### src/rtl/wb_regfile_pkg.sv
// Shared definitions for the writeback stage and architectural register file.
//   - Default datapath / register-index widths
//   - MemToReg writeback source encodings
//   - Architecturally significant register indices
package wb_regfile_pkg;

    localparam int unsigned DEF_DATA_W = 32;
    localparam int unsigned DEF_ADDR_W = 5;

    // Writeback source select; MTR_RSVD behaves as MTR_ALU.
    typedef enum logic [1:0] {
        MTR_ALU  = 2'b00,
        MTR_MEM  = 2'b01,
        MTR_LINK = 2'b10,
        MTR_RSVD = 2'b11
    } mem_to_reg_e;

    localparam logic [4:0] REG_ZERO = 5'd0;
    localparam logic [4:0] REG_RA   = 5'd31;

endpackage

### src/rtl/wb_regfile_if.sv
// Bus bundle between the MEM/WB pipeline register / ID stage and wb_regfile.
//   master: drives WB_* controls/data and ReadRegister1/2,
//           receives ReadData1/2, WB_WriteData, WB_WriteEn
//   slave : the register file (opposite directions)
interface wb_regfile_if
    import wb_regfile_pkg::*;
#(
    parameter int unsigned DATA_W = DEF_DATA_W,
    parameter int unsigned ADDR_W = DEF_ADDR_W
);

    logic              WB_RegWrite;
    logic [1:0]        WB_MemToReg;
    logic              WB_halfbyte;
    logic              WB_jr;
    logic [DATA_W-1:0] WB_PCAddResult;
    logic [DATA_W-1:0] WB_Read;
    logic [DATA_W-1:0] WB_ALUResult;
    logic [ADDR_W-1:0] WB_RegDst;
    logic [ADDR_W-1:0] ReadRegister1;
    logic [ADDR_W-1:0] ReadRegister2;
    logic [DATA_W-1:0] ReadData1;
    logic [DATA_W-1:0] ReadData2;
    logic [DATA_W-1:0] WB_WriteData;
    logic              WB_WriteEn;

    modport master (
        output WB_RegWrite, WB_MemToReg, WB_halfbyte, WB_jr,
        output WB_PCAddResult, WB_Read, WB_ALUResult, WB_RegDst,
        output ReadRegister1, ReadRegister2,
        input  ReadData1, ReadData2, WB_WriteData, WB_WriteEn
    );

    modport slave (
        input  WB_RegWrite, WB_MemToReg, WB_halfbyte, WB_jr,
        input  WB_PCAddResult, WB_Read, WB_ALUResult, WB_RegDst,
        input  ReadRegister1, ReadRegister2,
        output ReadData1, ReadData2, WB_WriteData, WB_WriteEn
    );

endinterface

### src/rtl/wb_data_mux.sv
// Writeback source select.
//   mem_to_reg  in  2       source select (ALU / load / link, 11 = ALU)
//   halfbyte    in  1       load is a halfword: sign-extend bits [15:0]
//   pc_add      in  DATA_W  PC+4 link value
//   read_data   in  DATA_W  data-memory load result
//   alu_result  in  DATA_W  ALU result
//   write_data  out DATA_W  selected writeback value
module wb_data_mux
    import wb_regfile_pkg::*;
#(
    parameter int unsigned DATA_W = DEF_DATA_W
) (
    input  logic [1:0]        mem_to_reg,
    input  logic              halfbyte,
    input  logic [DATA_W-1:0] pc_add,
    input  logic [DATA_W-1:0] read_data,
    input  logic [DATA_W-1:0] alu_result,
    output logic [DATA_W-1:0] write_data
);

    always_comb begin
        write_data = alu_result;
        case (mem_to_reg_e'(mem_to_reg))
            MTR_MEM: begin
                if (halfbyte) begin
                    write_data = {{(DATA_W-16){read_data[15]}}, read_data[15:0]};
                end else begin
                    write_data = read_data;
                end
            end
            MTR_LINK: write_data = pc_add;
            default:  write_data = alu_result;
        endcase
    end

endmodule

### src/rtl/wb_regfile.sv
// Writeback stage plus 2^ADDR_W x DATA_W architectural register file.
//   Clk    in  1   pipeline clock, rising edge
//   Reset  in  1   asynchronous active-low reset; clears every register
//   bus    slave   MEM/WB writeback inputs, two ID-stage read ports with
//                  same-cycle write-through bypass, WB_WriteData/WB_WriteEn
module wb_regfile
    import wb_regfile_pkg::*;
#(
    parameter int unsigned DATA_W = DEF_DATA_W,
    parameter int unsigned ADDR_W = DEF_ADDR_W
) (
    input  logic         Clk,
    input  logic         Reset,
    wb_regfile_if.slave  bus
);

    localparam int unsigned NUM_REGS = 1 << ADDR_W;
    localparam logic [ADDR_W-1:0] ZERO_IDX = ADDR_W'(REG_ZERO);

    logic [DATA_W-1:0] regs [NUM_REGS];
    logic [DATA_W-1:0] write_data;
    logic              write_en;
    logic [DATA_W-1:0] read_data1;
    logic [DATA_W-1:0] read_data2;

    wb_data_mux #(.DATA_W(DATA_W)) u_data_mux (
        .mem_to_reg (bus.WB_MemToReg),
        .halfbyte   (bus.WB_halfbyte),
        .pc_add     (bus.WB_PCAddResult),
        .read_data  (bus.WB_Read),
        .alu_result (bus.WB_ALUResult),
        .write_data (write_data)
    );

    // Gating with Reset keeps the bypass path quiet while reset is held.
    assign write_en = Reset & bus.WB_RegWrite & ~bus.WB_jr
                    & (bus.WB_RegDst != ZERO_IDX);

    always_ff @(posedge Clk or negedge Reset) begin
        if (!Reset) begin
            for (int unsigned i = 0; i < NUM_REGS; i++) begin
                regs[i] <= '0;
            end
        end else if (write_en) begin
            regs[bus.WB_RegDst] <= write_data;
        end
    end

    // Reads under reset return 0 without extra gating: the array is
    // already clear and write_en is low, so the bypass cannot fire.
    always_comb begin
        if (bus.ReadRegister1 == ZERO_IDX) begin
            read_data1 = '0;
        end else if (write_en && (bus.WB_RegDst == bus.ReadRegister1)) begin
            read_data1 = write_data;
        end else begin
            read_data1 = regs[bus.ReadRegister1];
        end
    end

    always_comb begin
        if (bus.ReadRegister2 == ZERO_IDX) begin
            read_data2 = '0;
        end else if (write_en && (bus.WB_RegDst == bus.ReadRegister2)) begin
            read_data2 = write_data;
        end else begin
            read_data2 = regs[bus.ReadRegister2];
        end
    end

    assign bus.ReadData1    = read_data1;
    assign bus.ReadData2    = read_data2;
    assign bus.WB_WriteData = write_data;
    assign bus.WB_WriteEn   = write_en;

endmodule

### src/flat_wrapper.sv
// flat-port wrapper written by rule: the top's interface ports become plain ports
module wb_regfile_flat import wb_regfile_pkg::*;
#(
    parameter int unsigned DATA_W = DEF_DATA_W,
    parameter int unsigned ADDR_W = DEF_ADDR_W
)
  (Clk, Reset, bus_WB_RegWrite, bus_WB_MemToReg, bus_WB_halfbyte, bus_WB_jr, bus_WB_PCAddResult, bus_WB_Read, bus_WB_ALUResult, bus_WB_RegDst, bus_ReadRegister1, bus_ReadRegister2, bus_ReadData1, bus_ReadData2, bus_WB_WriteData, bus_WB_WriteEn);
  wb_regfile_if #(.DATA_W(DATA_W), .ADDR_W(ADDR_W)) bus_i ();
  input  logic Clk;
  input  logic Reset;
  input wire logic [$bits(bus_i.WB_RegWrite)-1:0] bus_WB_RegWrite;
  input wire logic [$bits(bus_i.WB_MemToReg)-1:0] bus_WB_MemToReg;
  input wire logic [$bits(bus_i.WB_halfbyte)-1:0] bus_WB_halfbyte;
  input wire logic [$bits(bus_i.WB_jr)-1:0] bus_WB_jr;
  input wire logic [$bits(bus_i.WB_PCAddResult)-1:0] bus_WB_PCAddResult;
  input wire logic [$bits(bus_i.WB_Read)-1:0] bus_WB_Read;
  input wire logic [$bits(bus_i.WB_ALUResult)-1:0] bus_WB_ALUResult;
  input wire logic [$bits(bus_i.WB_RegDst)-1:0] bus_WB_RegDst;
  input wire logic [$bits(bus_i.ReadRegister1)-1:0] bus_ReadRegister1;
  input wire logic [$bits(bus_i.ReadRegister2)-1:0] bus_ReadRegister2;
  output wire logic [$bits(bus_i.ReadData1)-1:0] bus_ReadData1;
  output wire logic [$bits(bus_i.ReadData2)-1:0] bus_ReadData2;
  output wire logic [$bits(bus_i.WB_WriteData)-1:0] bus_WB_WriteData;
  output wire logic [$bits(bus_i.WB_WriteEn)-1:0] bus_WB_WriteEn;
  assign bus_i.WB_RegWrite = bus_WB_RegWrite;
  assign bus_i.WB_MemToReg = bus_WB_MemToReg;
  assign bus_i.WB_halfbyte = bus_WB_halfbyte;
  assign bus_i.WB_jr = bus_WB_jr;
  assign bus_i.WB_PCAddResult = bus_WB_PCAddResult;
  assign bus_i.WB_Read = bus_WB_Read;
  assign bus_i.WB_ALUResult = bus_WB_ALUResult;
  assign bus_i.WB_RegDst = bus_WB_RegDst;
  assign bus_i.ReadRegister1 = bus_ReadRegister1;
  assign bus_i.ReadRegister2 = bus_ReadRegister2;
  assign bus_ReadData1 = bus_i.ReadData1;
  assign bus_ReadData2 = bus_i.ReadData2;
  assign bus_WB_WriteData = bus_i.WB_WriteData;
  assign bus_WB_WriteEn = bus_i.WB_WriteEn;
  wb_regfile #(.DATA_W(DATA_W), .ADDR_W(ADDR_W)) u_core (.Clk(Clk), .Reset(Reset), .bus(bus_i));
endmodule
### config.mk
export PLATFORM = sky130hd
export DESIGN_NAME = wb_regfile_flat
export DESIGN_NICKNAME = d
export VERILOG_FILES = /design/src/rtl/wb_regfile_pkg.sv /design/src/rtl/wb_regfile_if.sv /design/src/rtl/wb_data_mux.sv /design/src/rtl/wb_regfile.sv /design/src/flat_wrapper.sv
export SDC_FILE = /design/constraint.sdc
export NUM_CORES = 2
export LEC_CHECK = 0
export BUFFER_PORTS_ARGS = -buffer_cell sky130_fd_sc_hd__buf_2
export CAP_MARGIN = 20
export CORE_UTILIZATION = 29
export CTS_BUF_LIST = sky130_fd_sc_hd__clkbuf_8 sky130_fd_sc_hd__clkbuf_16
export CTS_CLUSTER_DIAMETER = 120
export DETAILED_ROUTE_END_ITERATION = 10
export GPL_ROUTABILITY_DRIVEN = 0
export GPL_TIMING_DRIVEN = 1
export MAX_ROUTING_LAYER = met4
export SYNTH_ARGS = -nofsm -noshare
export SYNTH_HDL_FRONTEND = slang
export SYNTH_SLANG_ARGS = --single-unit
export TNS_END_PERCENT = 5
### constraint.sdc
create_clock -name Clk -period 9.5 [get_ports Clk]
set_clock_uncertainty 0.2 [all_clocks]
set_input_delay 1.9 -clock Clk [delete_from_list [all_inputs] [get_ports Clk]]
set_output_delay 1.9 -clock Clk [all_outputs]
set_load 0.05 [all_outputs]
======== Yosys cells after proc, flatten, opt, wreduce, memory -nomap -nowiden ========
Index checks and enable logic that the tools add are counted.
word-level totals
  register bits after elaboration ......... 1024
  bits of input ports ..................... 118
operators by class
  magnitude comparators ................... 4
  equal/unequal tests ..................... 4
  muxes and demuxes ....................... 15
  bitwise operators ....................... 7
  reduce and logical (&&, ||, !) cells .... 6
operator list
  operator                                                               number
  1024-bit bitwise mux                                                   1
  32-bit binary-select mux with 5-bit select                             2
  32-bit two-way mux                                                     10
  32-bit demux with 5-bit select                                         1
  32-bit case mux with 2 select lines                                    1
  6-bit greater-or-equal comparator (second input constant)              3
  5-bit inverter with 6-bit output                                       3
  5-bit == test                                                          2
  5-bit zero test                                                        2
  6-bit by 1-bit < comparator with 1-bit output (second input constant)  1
  5-bit nonzero test                                                     1
  1-bit AND                                                              3
  1-bit logical AND                                                      3
  2-bit by 1-bit == test with 1-bit output (second input constant)       1
  2-bit == test (second input constant)                                  1
  1-bit inverter                                                         1

======== Depth between registers and ports, before layout ========
  word-level depth ........................ 6
  mapped depth ............................ 10
  gate-level depth less buffers ........... 7

======== By module ========
Synthesis repeated with hierarchy kept, for this count alone.
unflattened totals
  cells, all modules ...................... 4069
  area, all modules ....................... 57008.4 sq um
by module, submodules not included
  module       instances  cells an instance  area each (sq um)  sequential area each (sq um)
  wb_regfile   1          3934               56052.5            25624.6
  wb_data_mux  1          135                955.9              0.0

======== Worst setup path after synthesis ========
No wires, ideal clock.
  path kind ............................... input to output
  start point ............................. in bus_ReadRegister2[1]
  end point ............................... out bus_ReadData2[13]
  arrival ................................. 4365 ps
  required time ........................... 7400 ps
  path slack .............................. 3035 ps
  stages on the path ...................... 10
  path through ............................ buf_2 -> buf_6 -> buf_6 -> buf_2 -> nand2_1 -> clkbuf_1 -> o22ai_1 -> nor4_1 -> nor3_1 -> a211oi_1
between the ends
  word-level cells in the longest chain between the ends .. 6
  elaborated cells on any way between the ends .. 9
ends and longest elaborated chain
  item                                                    RTL line            source
  from (decl)                                             flat_wrapper.sv:20  input wire logic [$bits(bus_i.ReadRegister2)-1:0] bus_ReadRegister2;
  5-bit inverter with 6-bit output (not written as such)  wb_regfile.sv:67    read_data2 = regs[bus.ReadRegister2];
  32-bit binary-select mux with 5-bit select              wb_regfile.sv:67
  32-bit two-way mux (not written as such) (2 in a row)   wb_regfile.sv:67
  32-bit two-way mux                                      wb_regfile.sv:64    end else if (write_en && (bus.WB_RegDst == bus.ReadRegister2)) begin
  32-bit two-way mux (*)                                  wb_regfile.sv:62    if (bus.ReadRegister2 == ZERO_IDX) begin
  to (decl)                                               flat_wrapper.sv:22  output wire logic [$bits(bus_i.ReadData2)-1:0] bus_ReadData2;
Every way passes the cells marked *; elsewhere a longest branch is shown, timed or not. The select of a mux whose other input is x is not followed.

======== Final worst setup path ========
  start point ............................. in bus_ReadRegister2[1]
  end point ............................... out bus_ReadData2[18]
The elaborated chain is that of the path after synthesis.

==> results by group <==
Global routing
  • First-pass GRT wire length: 313200 µm
  • M1 GR Usage: 29.09%
  • Total gr overflow: 0
  • Initial antenna violation count: 15
  • Largest net degree at the start of global routing: 177
  • Global routing's busiest layer: met2
  • Vias in the first global route: 43340
  • GR met3 Demand/Resource: 4.485%
  • Total GRT Usage: 22.96%
  • Met2 Resource Use GR: 34.30%

Die
  • Starting Density: 29.18%
  • I/O pin total: 215
  • Core ar.: 187800 µm²
  • DIE AREA: 190700 µm²
  • Die W: 436.7 µm
  • Die Y: 436.7 µm
  • Row count: 159

Pwr
  • Max VDD drop: 129.3 µV
  • Power Density: 182.3 nW/µm²
  • Leak: 0.02656 µW

Timing
  • Worst slew pin tran: 1309 ps
  • Final Worst Setup Slack: 1973 ps
  • Period minus WS final: 7527 ps
  • Share of the clock period used by the worst path: 79.23%
  • Final setup fails: 0
  • Setup repair after global routing missed its margin: no
  • Fmax achieved: 132.9 MHz
  • Hold Violations, Final: 0
  • Final setup TNS: 0 ps
  • Rel. slew slack: 12.74%
  • Hold Slack: 193.7 ps
  • Max Slew Vio Count: 0

CTS
  • Post-CTS Resized: 0
  • Maximum clock path buffer count: 3
  • Root buf cell: clkbuf_16
  • CTS buffer count: 104
  • Clk slew on worst S/H paths: 60 ps
  • Clock sinks: 1024
  • H-tree depth: 3
  • Post-CTS setup buffer count: 0
  • Clock latency on the worst-skew pair: 700 ps
  • CTS tree: yes
  • CTS hold repair buffers: 0

Finish
  • Nets@finish: 5294
  • Sequential cell area: 25620 µm²
  • Area Overhead vs Synth: 12.62%
  • Fillers: 19010
  • Max FFs per register: 1024
  • Biggest regs: u_core.regs (1024)
  • Post-route cell area: 61720 µm²
  • Top reg by flops: u_core.regs
  • Layout cells sized above 1: 19.82%
  • Area of the multi-input gates: 26660 µm²

Synth
  • Mapped cell area: 54810 µm²
  • Count leader, synth: nand2_1
  • Syn Nets: 5380
  • Post-synth top area share: 46.76%
  • Post-synth top flop: dfrtp_1
  • Yosys cell types: 78
  • Fraction of registers with async set/reset: 100.0%
  • Syn Area/Cell: 10.42 µm²
  • Area leader, netlist: dfrtp_1
  • Synth cell count leaders: nand2_1 (1095), dfrtp_1 (1024), o21ai_0 (643), o21ai_1 (426), clkbuf_1 (397)
  • Number of synthesized flops with an enable pin: 0
  • Synth top area cells: dfrtp_1 (47%), mux4_2 (15%), nand2_1 (7.5%)
  • Synthesis Warnings: 0
  • Post-synthesis sequential area ratio: 46.76%
  • Synth Register Bits: 1024
  • Post-Synthesis Cells: 5260

Setup path
  • Data required, critical path: 7400 ps
  • Reg2reg start: u_core.regs[196]
  • Worst setup SP type: primary input
  • Crit. End Element: output port
  • Crit-path cells: buf_8 > buf_12 > buf_4 > mux2i_1 > a2bb2oi_1 > o211ai_1 > a31oi_1 > a2bb2oi_1 > buf_2
  • Cell family contributing the most delay on the critical path: buffers and inverters
  • R2r endpoint: u_core.regs[196]
  • R2R setup slack: 8530 ps
  • Worst path max stage delay: 770 ps
  • WS Path Type: primary input to output port
  • CP dominant cell by count: a2bb2oi_1
  • Buf+Inv Stages, Crit Path: 4
  • WP data arrival: 5430 ps
  • Slowest library cell on the worst path: a2bb2oi_1
  • CP max FO: 74
  • Worst R2R Path Depth: 2
  • CP Launch Point: bus_ReadRegister2[1]

Placement
  • Post-Place Worst Slack: 1884 ps
  • Area after DPL: 57940 µm²
  • Buffers on Ports: 214
  • Post-DP HPWL: 134300 µm

Hold path
  • Hold path depth: 0
  • Hold Startpoint: u_core.regs[996]
  • End of the worst hold path: u_core.regs[996]
  • HP Class: register to register

Routing
  • Detail Route Antenna Nets: 0
  • DRC viols: 9
  • Final wirelength: 216300 µm
  • DRT iter0 DRCs: 5788
  • Vias/cell: 5.743
  • Vias: 44570
  • Routed WL per cell: 27.86 µm
  • Initial DRT Pass Iterations: 9

Run status
  • Status: finished, violations left
  • Failing checks: DRC

Job
  • Max Cap Violations: 0
[layout make-up]
class                   count  area share [%]
multi-input cells        3621           43.19
flip-flops and latches   1024           41.52
well taps                2495           5.058
clock buffers             125           4.740
repair buffers            366           3.965
clock inverters            65           1.151
inverters                  57          0.3466
diodes                      8         0.03243
[worst max-delay path by stage]
| stage | endpoint | slack [ps] | depth (start not counted) |
|---|---|---|---|
| 2_1_floorplan | bus_ReadData2[13] | 3030 | 10 |
| 3_3_place_gp | bus_ReadData1[14] | 1890 | 9 |
| 3_5_place_dp | bus_ReadData1[14] | 1880 | 9 |
| 4_1_cts | bus_ReadData1[14] | 1880 | 9 |
| 5_1_grt | bus_ReadData1[14] | 1850 | 9 |
| 6_report | bus_ReadData2[18] | 1970 | 9 |
[power breakdown]
group | internal, µW | total (µW) | switching [µW]
Combinational | 653 | 1850 | 1200
Sequential | 4690 | 4940 | 254
Clock | 2610 | 4460 | 1850
Total | 7950 | 11300 | 3300
[through the flow]
stage | cells | util [%] | total power (µW)
final | 7761 | 32.87 | 11250
after global routing | 7761 | 32.87 | 11620
after CTS | 7746 | 32.79 | 11260
after detailed placement | 7556 | 30.85 | 6852
after global placement | 7555 | 30.85 | 6803
after floorplan | 5260 | - | 6146
[placed cells by master (no fill, tap or decap), types with 18 or more instances in the layout]
cell type,synthesis,routed
a22o_1,18,18
a211oi_1,49,49
nor4_1,35,35
clkbuf_8,0,18
a221o_1,36,36
a21oi_1,48,48
o221ai_1,18,18
dfrtp_1,1024,1024
mux2_2,62,62
buf_2,66,207
a221oi_1,42,42
clkbuf_16,0,107
o21a_1,20,20
nor2_1,104,102
buf_4,30,140
mux2i_1,240,228
nand2_1,1095,1063
nor3_1,34,34
inv_1,54,81
mux4_2,364,364
o21ai_1,426,417
nand2b_1,18,18
o21ai_0,643,640
o211ai_1,21,21
o22ai_1,60,60
nor2b_1,40,37
a22oi_1,55,55
[kinds of logic (layout without fill, tap and decap cells)]
family / after synthesis / after routing / synth area share, %
muxes: 678 / 678 / 20.86
DFF: 1024 / 1024 / 46.76
and+or+nand+nor: 1407 / 1407 / 10.59
AOI/OAI and AO/OA: 1524 / 1524 / 16.22
other: 0 / 8 / 0
xor gates and xnor gates: 10 / 10 / 0.1598
buffers and inverters: 615 / 613 / 5.365
adders and majority gates: 2 / 2 / 0.04565
[routing by layer]
layer | part of all wire, % | up-vias
met3 | 9.2 | 622
met2 | 45 | 2483
met5 | 0 | -
met1 | 39 | 22490
met4 | 6.7 | 0
li1 | - | 18970
No activity file was read; power rests on OpenSTA's default activity.
